<file path="src/rtl/traffic_pkg.sv">
// traffic_pkg: phase codes and helpers shared by the sequencer and traffic_controller
package traffic_pkg;
   localparam logic [1:0] PH_GREEN_NS = 2'b00;
   localparam logic [1:0] PH_AMBER_NS = 2'b01;
   localparam logic [1:0] PH_GREEN_EW = 2'b10;
   localparam logic [1:0] PH_AMBER_EW = 2'b11;
   function automatic logic is_green(input logic [1:0] phase);
      return phase == PH_GREEN_NS || phase == PH_GREEN_EW;
   endfunction
endpackage

</file>
<file path="src/rtl/traffic_phase_sequencer_if.sv">
// traffic_phase_sequencer_if: run/request inputs and phase outputs of the sequencer
interface traffic_phase_sequencer_if #(parameter int CNT_W = 8);
   logic             run;
   logic             ped_req;
   logic [1:0]       cur_state;
   logic             en;
   logic             ped_ack;
   logic [CNT_W-1:0] elapsed;
   modport master (output run, ped_req, input cur_state, en, ped_ack, elapsed);
   modport slave (input run, ped_req, output cur_state, en, ped_ack, elapsed);
endinterface

</file>
<file path="src/rtl/traffic_dwell_cnt.sv">
// traffic_dwell_cnt: elapsed-cycle counter with clear, enable and terminal compare against a dwell limit
module traffic_dwell_cnt #(parameter int CNT_W = 8) (
   input  logic             clk,
   input  logic             res_n,
   input  logic             clr,
   input  logic             en,
   input  logic [CNT_W-1:0] limit,
   output logic [CNT_W-1:0] cnt,
   output logic             term
);
   logic [CNT_W-1:0] cnt_d, cnt_q;
   always_comb begin
      cnt_d = en ? (clr ? '0 : cnt_q + CNT_W'(1)) : cnt_q;
      cnt   = cnt_q;
      term  = cnt_q == limit - CNT_W'(1);
   end
   always_ff @(posedge clk or negedge res_n)
      if (!res_n) cnt_q <= '0;
      else        cnt_q <= cnt_d;
endmodule

</file>
<file path="src/rtl/traffic_phase_sequencer.sv">
// traffic_phase_sequencer: times the four-phase junction cycle, shortens green on pedestrian request, pulses en per phase change
module traffic_phase_sequencer
   import traffic_pkg::*;
#(
   parameter int T_GREEN     = 20,
   parameter int T_AMBER     = 4,
   parameter int T_MIN_GREEN = 6,
   parameter int CNT_W       = 8
) (
   input logic                      clk,
   input logic                      res_n,
   traffic_phase_sequencer_if.slave bus
);
   localparam logic [CNT_W-1:0] GREEN_W = CNT_W'(T_GREEN);
   localparam logic [CNT_W-1:0] AMBER_W = CNT_W'(T_AMBER);
   localparam logic [CNT_W-1:0] MIN_M1  = CNT_W'(T_MIN_GREEN - 1);
   if (T_GREEN < 1 || T_GREEN > 2**CNT_W - 1 || T_AMBER < 1 || T_AMBER > 2**CNT_W - 1 ||
       T_MIN_GREEN < 1 || T_MIN_GREEN > T_GREEN) begin : g_param_chk
      $fatal(1, "traffic_phase_sequencer: illegal dwell parameters");
   end
   logic [1:0]       state_q, state_d;
   logic             pend_q, pend_d, en_q, en_d, ack_q, ack_d;
   logic [CNT_W-1:0] elapsed, limit;
   logic             term, green, adv;
   traffic_dwell_cnt #(.CNT_W(CNT_W)) u_cnt (
      .clk   (clk),
      .res_n (res_n),
      .clr   (adv),
      .en    (bus.run),
      .limit (limit),
      .cnt   (elapsed),
      .term  (term)
   );
   always_ff @(posedge clk or negedge res_n)
      if (!res_n) begin
         state_q <= PH_GREEN_NS;
         pend_q  <= 1'b0;
         en_q    <= 1'b0;
         ack_q   <= 1'b0;
      end else begin
         state_q <= state_d;
         pend_q  <= pend_d;
         en_q    <= en_d;
         ack_q   <= ack_d;
      end
   always_comb begin
      green = is_green(state_q);
      limit = green ? GREEN_W : AMBER_W;
   end
   // a pending request may end green early, but only once the minimum green has elapsed
   always_comb begin
      adv     = bus.run && (term || (green && pend_q && elapsed >= MIN_M1));
      ack_d   = adv && green && pend_q;
      en_d    = adv;
      state_d = adv ? state_q + 2'd1 : state_q;
      pend_d  = (pend_q || bus.ped_req) && !ack_d;
   end
   always_comb begin
      bus.cur_state = state_q;
      bus.en        = en_q;
      bus.ped_ack   = ack_q;
      bus.elapsed   = elapsed;
   end
endmodule

</file>
<file path="src/flat_wrapper.sv">
// flat-port wrapper written by rule: the top's interface ports become plain ports
module traffic_phase_sequencer_flat import traffic_pkg::*;
#(
   parameter int T_GREEN     = 20,
   parameter int T_AMBER     = 4,
   parameter int T_MIN_GREEN = 6,
   parameter int CNT_W       = 8
)
  (clk, res_n, bus_run, bus_ped_req, bus_cur_state, bus_en, bus_ped_ack, bus_elapsed);
  traffic_phase_sequencer_if #(.CNT_W(CNT_W)) bus_i ();
  input logic clk;
  input logic res_n;
  input wire logic [$bits(bus_i.run)-1:0] bus_run;
  input wire logic [$bits(bus_i.ped_req)-1:0] bus_ped_req;
  output wire logic [$bits(bus_i.cur_state)-1:0] bus_cur_state;
  output wire logic [$bits(bus_i.en)-1:0] bus_en;
  output wire logic [$bits(bus_i.ped_ack)-1:0] bus_ped_ack;
  output wire logic [$bits(bus_i.elapsed)-1:0] bus_elapsed;
  assign bus_i.run = bus_run;
  assign bus_i.ped_req = bus_ped_req;
  assign bus_cur_state = bus_i.cur_state;
  assign bus_en = bus_i.en;
  assign bus_ped_ack = bus_i.ped_ack;
  assign bus_elapsed = bus_i.elapsed;
  traffic_phase_sequencer #(.T_GREEN(T_GREEN), .T_AMBER(T_AMBER), .T_MIN_GREEN(T_MIN_GREEN), .CNT_W(CNT_W)) u_core (.clk(clk), .res_n(res_n), .bus(bus_i));
endmodule
</file>
<file path="config.mk">
export PLATFORM = sky130hd
export DESIGN_NAME = traffic_phase_sequencer_flat
export DESIGN_NICKNAME = d
export VERILOG_FILES = /design/src/rtl/traffic_pkg.sv /design/src/rtl/traffic_phase_sequencer_if.sv /design/src/rtl/traffic_dwell_cnt.sv /design/src/rtl/traffic_phase_sequencer.sv /design/src/flat_wrapper.sv
export SDC_FILE = /design/constraint.sdc
export NUM_CORES = 1
export LEC_CHECK = 0
export CORE_MARGIN = 4
export CORE_UTILIZATION = 43
export DETAILED_ROUTE_END_ITERATION = 6
export PLACE_DENSITY = 0.73
export RECOVER_POWER = 25
export SLEW_MARGIN = 30
export SYNTH_ARGS = -nofsm -noshare
export SYNTH_HDL_FRONTEND = slang
export SYNTH_SLANG_ARGS = --single-unit
</file>
<file path="constraint.sdc">
create_clock -name clk -period 1.65 [get_ports clk]
set_input_delay 0.495 -clock clk [delete_from_list [all_inputs] [get_ports clk]]
set_output_delay 0.495 -clock clk [all_outputs]
set_load 0.02 [all_outputs]
</file>
; ---- Word level (Yosys, flattened, before mapping)
; Index checks and enable logic that the tools add are counted.
[totals]
input_bits = 4
out_inout_bits = 12
latch_bits = 0
romBits = 0
elab_cells = 24
regBits = 13
ram_bits = 0
memories = 0
[op_classes]
multipliers = 0
bitwise_logic = 0
n_reduce_logical = 11
n_div = 0
magnitude_cmp = 1
eq_ne = 2
addsub = 3
n_shift = 0
n_mux = 2
[ops]
columns = operator, n
row1 = "8-bit by 1-bit adder with 8-bit output, second input constant", 1
row2 = 8-bit equality test, 1
row3 = "8-bit by 3-bit greater-or-equal comparator with 1-bit output, second input constant", 1
row4 = 8-bit 2-to-1 mux, 1
row5 = "8-bit by 1-bit subtractor with 8-bit output, second input constant", 1
row6 = 1-bit logical AND, 6
row7 = 5-bit 2-to-1 mux, 1
row8 = 1-bit logical OR, 3
row9 = "2-bit by 1-bit adder with 2-bit output, second input constant", 1
row10 = "2-bit equality test, second input constant", 1
row11 = 2-bit zero test, 1
row12 = 1-bit zero test, 1

; ---- Depth between registers and ports, before layout
[logic_depth]
word_depth = 11
ltp_mapped = 6
mapped_depth_nobuf = 6

; ---- Modules after synthesis
; Synthesis repeated with hierarchy kept, for this count alone.
[unflattened]
cells_unflattened = 99
hier_area_um2 = 909.6
[modules_own_cells]
columns = mod, area_per_inst_um2, cells_per_inst, seq_area_each_um2, n_inst
row1 = traffic_dwell_cnt, 649.4, 75, 200.2, 1
row2 = traffic_phase_sequencer, 260.2, 24, 125.1, 1

; ---- Worst setup path after synthesis
; No wires, ideal clock.
[synth_path]
path_type = reg-to-reg
from = register u_core.state_q[0], in the netlist u_core.bus.cur_state[0]
to = register u_core.state_q[1], in the netlist u_core.bus.cur_state[1]
required_time_ps = 1525
arrival_ps = 1728
synth_period_minus_slack_ps = 1853
path_slack_ps = -203
stages_incl_launch_ff = 7
cell_sequence = dfrtp_1 inv_1 ha_1 o21ai_0 or2_2 o22ai_4 mux2_4
[synth_between]
elab_chain_len = 7
elab_cells_between_ends = 11
cone_classes = add/sub (2) / eq/ne (2) / mux (1) / reduce/logical (6)
[synth_lines]
columns = item, line_no
row1 = "start, declared", traffic_phase_sequencer.sv:21  ; logic [1:0] state_q, state_d;
row2 = "start signal, assigned", traffic_phase_sequencer.sv:41  ; state_q <= state_d;
row3 = 2-bit equality test or 2-bit zero test (tied branches), traffic_pkg.sv:8  ; return phase == PH_GREEN_NS || phase == PH_GREEN_EW;
row4 = 1-bit logical OR *, traffic_pkg.sv:8
row5 = 5-bit 2-to-1 mux, traffic_phase_sequencer.sv:48  ; limit = green ? GREEN_W : AMBER_W;
row6 = 8-bit by 1-bit subtractor with 8-bit output, traffic_dwell_cnt.sv:15  ; term = cnt_q == limit - CNT_W'(1);
row7 = 8-bit equality test, traffic_dwell_cnt.sv:15
row8 = 1-bit logical OR *, traffic_phase_sequencer.sv:52  ; adv = bus.run && (term || (green && pend_q && elapsed >= MIN_M1));
row9 = 1-bit logical AND *, traffic_phase_sequencer.sv:52
row10 = net u_core.adv, traffic_phase_sequencer.sv:24  ; logic term, green, adv;
; Mark *: on every way through the listed nets, which the timed path passes. The rest lies on a longest branch.
; A chain may end at the register's enable or synchronous reset.

; ---- Final worst setup path
[layout_path]
from = register u_core.u_cnt.cnt_q[6], in the netlist u_core.u_cnt.cnt[6]
to = output port bus_elapsed[6]
[layout_lines]
columns = item, line_no
row1 = "start, declared", traffic_dwell_cnt.sv:11  ; logic [CNT_W-1:0] cnt_d, cnt_q;
row2 = "start signal, assigned", traffic_dwell_cnt.sv:19  ; else cnt_q <= cnt_d;
row3 = "end, declared", flat_wrapper.sv:18  ; output wire logic [$bits(bus_i.elapsed)-1:0] bus_elapsed;
; No word-level cell between the ends.

==> impl_metrics.xml <==
<?xml version="1.0" encoding="UTF-8"?>
<metrics>
  <group name="critical_path">
    <metric name="cpLargestDelayFamily" unit="">flip-flops</metric>
    <metric name="ff2ff_path_depth" unit="">5</metric>
    <metric name="timing.critical_path.buf_inv" unit="">1</metric>
    <metric name="r2r-end" unit="">u_core.bus.cur_state[1]</metric>
    <metric name="worstSetupEndpoint" unit="">bus_elapsed[6]</metric>
    <metric name="setup.reg_to_reg.worst_slack" unit="ns">0.06</metric>
    <metric name="top_fanout_value_on_the_critical_path" unit="">4</metric>
    <metric name="crit_cells" unit="">1</metric>
    <metric name="r2r_start" unit="">u_core.u_cnt.cnt[0]</metric>
    <metric name="cp_data_arrival_time" unit="ns">1.09</metric>
    <metric name="timing.critical_path.slowest_cell_delay" unit="ns">0.45</metric>
    <metric name="crit_path_from" unit="">u_core.u_cnt.cnt[6]</metric>
    <metric name="worstSetupStartpointType" unit="">register</metric>
    <metric name="path_cells" unit="">dlygate4sd2_1</metric>
    <metric name="endpoint_kind" unit="">primary output</metric>
    <metric name="criticalPathCategory" unit="">reg -&gt; out</metric>
    <metric name="worstPathRequired" unit="ns">1.15</metric>
    <metric name="cp_slowest_cell" unit="">sky130_fd_sc_hd__dfrtp_1</metric>
  </group>
  <group name="route">
    <metric name="drt_iter0_drc" unit="">6</metric>
    <metric name="post-route-drc-count" unit="">0</metric>
    <metric name="met2_length" unit="um">713</metric>
    <metric name="detailroute.via_count" unit="">604</metric>
    <metric name="top_signal_layer_used" unit="">met4</metric>
    <metric name="wl_per_cell" unit="um">13.4</metric>
    <metric name="detail_route.wirelength.met1" unit="um">712</metric>
    <metric name="wirelength" unit="um">1530</metric>
    <metric name="drt_first_pass_iters" unit="">3</metric>
    <metric name="drtAntennaViolNets" unit="">0</metric>
    <metric name="post_drt_via_cell_ratio" unit="">5.30</metric>
    <metric name="detailroute.wirelength.met3" unit="um">62</metric>
  </group>
  <group name="power_and_ir_drop">
    <metric name="power_density" unit="nW/um2">1780</metric>
    <metric name="power_leakage" unit="nW">0.464</metric>
    <metric name="irDropWorstVdd" unit="V">0.00106</metric>
    <metric name="totalPowerFinal" unit="W">0.00183</metric>
  </group>
  <group name="synthesis">
    <metric name="synth_net_count" unit="">79</metric>
    <metric name="yosys.cell_types.count" unit="">25</metric>
    <metric name="synthesis.instances" unit="">70</metric>
    <metric name="synth_enable_flop_cells" unit="">0</metric>
    <metric name="synth_area_leaders" unit="">sky130_fd_sc_hd__dfrtp_1 45%, sky130_fd_sc_hd__ha_1 8.7%, sky130_fd_sc_hd__xnor2_1 6.1%</metric>
    <metric name="synth.largest_area_cell" unit="">sky130_fd_sc_hd__dfrtp_1</metric>
    <metric name="async_flop_share" unit="%">100</metric>
    <metric name="synth_top_area_share" unit="%">45.3</metric>
    <metric name="ys.flop_type" unit="">sky130_fd_sc_hd__dfrtp_1</metric>
    <metric name="synth_seq_area_share" unit="%">45.3</metric>
    <metric name="most_instantiated_library_cell_after_synthesis" unit="">sky130_fd_sc_hd__dfrtp_1</metric>
    <metric name="synth_area" unit="um2">718</metric>
    <metric name="syn-mean-instance-area" unit="um2">10.3</metric>
    <metric name="synth_top_cells_by_count" unit="">13 x sky130_fd_sc_hd__dfrtp_1, 10 x sky130_fd_sc_hd__nor2_1, 7 x sky130_fd_sc_hd__inv_1, 5 x sky130_fd_sc_hd__ha_1, 5 x sky130_fd_sc_hd__xnor2_1</metric>
    <metric name="yosys_register_bits" unit="">13</metric>
    <metric name="ys.warnings.count" unit="">0</metric>
  </group>
  <group name="final_layout">
    <metric name="areaGrowthSynthToFinish" unit="%">43.2</metric>
    <metric name="postLayoutCellArea" unit="um2">1030</metric>
    <metric name="final_layout_size_suffix_gt1_share" unit="%">33.7</metric>
    <metric name="fill_cells" unit="">132</metric>
    <metric name="num-nets-final" unit="">108</metric>
    <metric name="diodes" unit="">0</metric>
  </group>
  <group name="timing">
    <metric name="grt_setup_unrepaired" unit="">true</metric>
    <metric name="min_period_over_period" unit="%">96.2</metric>
    <metric name="finalMaxSlewViolations" unit="">0</metric>
    <metric name="finalHoldViolations" unit="">0</metric>
    <metric name="setup_viol" unit="">0</metric>
    <metric name="postLayoutSetupSlackWorst" unit="ns">0.0620</metric>
    <metric name="finalWorstPathRequiredPeriod" unit="ns">1.59</metric>
    <metric name="tightest_slew" unit="ns">0.699</metric>
    <metric name="finalClockSkew" unit="ns">0.0101</metric>
    <metric name="clock.fmax" unit="GHz">0.630</metric>
    <metric name="timing.max_slew.rel_slack" unit="%">53.4</metric>
  </group>
  <group name="clock_network">
    <metric name="cts_hold_repair.buffers" unit="">0</metric>
    <metric name="insertion_delay" unit="ns">0.29</metric>
    <metric name="clk_root_buffer_cell" unit="">sky130_fd_sc_hd__clkbuf_4</metric>
    <metric name="max-clock-path-buffers" unit="">2</metric>
    <metric name="cts.clk_slew.worst_paths" unit="ns">0.07</metric>
    <metric name="cts_inserted_buffers" unit="">3</metric>
    <metric name="tritoncts_num_sinks" unit="">13</metric>
    <metric name="cts_tree" unit="">yes</metric>
    <metric name="cts_htree_levels" unit="">1</metric>
  </group>
  <group name="global_route">
    <metric name="grt_overflow" unit="">0</metric>
    <metric name="grt.total_usage" unit="%">15.0</metric>
    <metric name="grt_first_pass_wirelength" unit="um">2840</metric>
    <metric name="grt_start_max_net_pins" unit="">14</metric>
    <metric name="via_count_of_the_first_global_routing_pass" unit="">658</metric>
    <metric name="antenna_violations_before_repair" unit="">0</metric>
  </group>
  <group name="floorplan">
    <metric name="io-pin-count" unit="">16</metric>
    <metric name="core" unit="um2">1540</metric>
    <metric name="initial_core_util" unit="%">46.6</metric>
    <metric name="die-area" unit="um2">2390</metric>
    <metric name="floorplan.die.width" unit="um">48.9</metric>
    <metric name="site_row_count" unit="">14</metric>
    <metric name="fp.dieH" unit="um">48.9</metric>
  </group>
  <group name="placement">
    <metric name="globalplace.congestion" unit="">0.751</metric>
    <metric name="pre_cts_ws" unit="ns">-0.212</metric>
    <metric name="placement.io_buffers" unit="">15</metric>
    <metric name="post_dp_cell_area" unit="um2">1000</metric>
    <metric name="detailedPlacementHpwl" unit="um">1170</metric>
  </group>
  <group name="job">
    <metric name="maxCapViolCount" unit="">0</metric>
  </group>
  <group name="min_path">
    <metric name="timing.hold.worst.start" unit="">u_core.pend_q</metric>
    <metric name="min_path_type" unit="">reg -&gt; reg</metric>
  </group>
  <group name="status">
    <metric name="run_status" unit="">finished, final reports clean</metric>
  </group>
</metrics>
report_power, final:
part           switching (W)  internal, W
Sequential          0.000113     0.000441
Combinational       0.000575     0.000497
Clock               0.000112    0.0000940
Total               0.000800      0.00103
sequential cells by signal, indices dropped and copies added (netlist names):
name / flops
u_core.bus.ped_ack: 1
u_core.bus.en: 1
u_core.u_cnt.cnt: 8
u_core.pend_q: 1
u_core.bus.cur_state: 2
area by class of cell:
| type | count | area (um2) | area share (%) |
|---|---|---|---|
| Sequential cell | 13 | 330 | 32.1 |
| Inverter | 7 | 28.8 | 2.80 |
| Multi-Input combinational cell | 50 | 428 | 41.6 |
| Timing Repair Buffer | 24 | 195 | 19.0 |
| Clock buffer | 4 | 26.3 | 2.55 |
| Tap cell | 16 | 20.0 | 1.95 |
routing by layer:
| metal | vias to the layer above | track usage [%] |
|---|---|---|
| met2 | 13 | 23.7 |
| met4 | 0 | 8.07 |
| met5 | - | 0 |
| met3 | 5 | 2.75 |
| li1 | 300 | - |
| met1 | 286 | 19.1 |
cells by family after synthesis:
kind of cell	count (synthesis)	share of synthesized area, %
AND/OR/NAND/NOR	26	18.8
buffers and inverters	7	3.66
adder cells (fa/ha/maj)	5	8.71
flip-flops	13	45.3
multiplexers	1	2.09
AO/OA/AOI/OAI	13	15.3
XOR/XNOR	5	6.10
timing repair:
action,in CTS,in global routing
resized for setup,12,10
pin swaps,0,3
setup buffers,0,0
endpoints found under the setup margin,14,10
worst min path at each step:
stage / endpoint / cells after the start / slack [ns]
floorplan: u_core.bus.cur_state[0] / 0 / 0.20
global placement: u_core.pend_q / 2 / 0.51
detailed placement: u_core.pend_q / 2 / 0.52
CTS: u_core.u_cnt.cnt[2] / 2 / 0.51
global route: u_core.pend_q / 2 / 0.56
finish: u_core.pend_q / 2 / 0.53
cell usage in the layout (no fill, tap or decap), types with 3 or more instances in the layout:
cell type	count
sky130_fd_sc_hd__clkbuf_4	3
sky130_fd_sc_hd__nand2_1	4
sky130_fd_sc_hd__buf_4	8
sky130_fd_sc_hd__dlygate4sd2_1	11
sky130_fd_sc_hd__nand3_1	3
sky130_fd_sc_hd__dfrtp_2	4
sky130_fd_sc_hd__xnor2_1	4
sky130_fd_sc_hd__inv_2	3
sky130_fd_sc_hd__nor2_1	10
sky130_fd_sc_hd__inv_1	3
sky130_fd_sc_hd__dfrtp_1	9
through the flow:
step,hold WS [ns],setup TNS [ns],instances,util (%)
5_1_grt,0.565,-0.00479,114,66.7
3_5_place_dp,0.520,-0.887,110,64.9
3_3_place_gp,0.511,-0.776,110,64.9
4_1_cts,0.513,0,114,65.6
6_report,0.528,0,114,66.7
2_1_floorplan,0.199,-0.0391,70,-
tightest hold or removal path, stage by stage, from the launching register on:
cell                      delay (ns)
sky130_fd_sc_hd__dfrtp_1        0.37
sky130_fd_sc_hd__nor2_1         0.05
sky130_fd_sc_hd__nor2_1         0.07
Note: power is estimated with default switching activity, not from simulation.
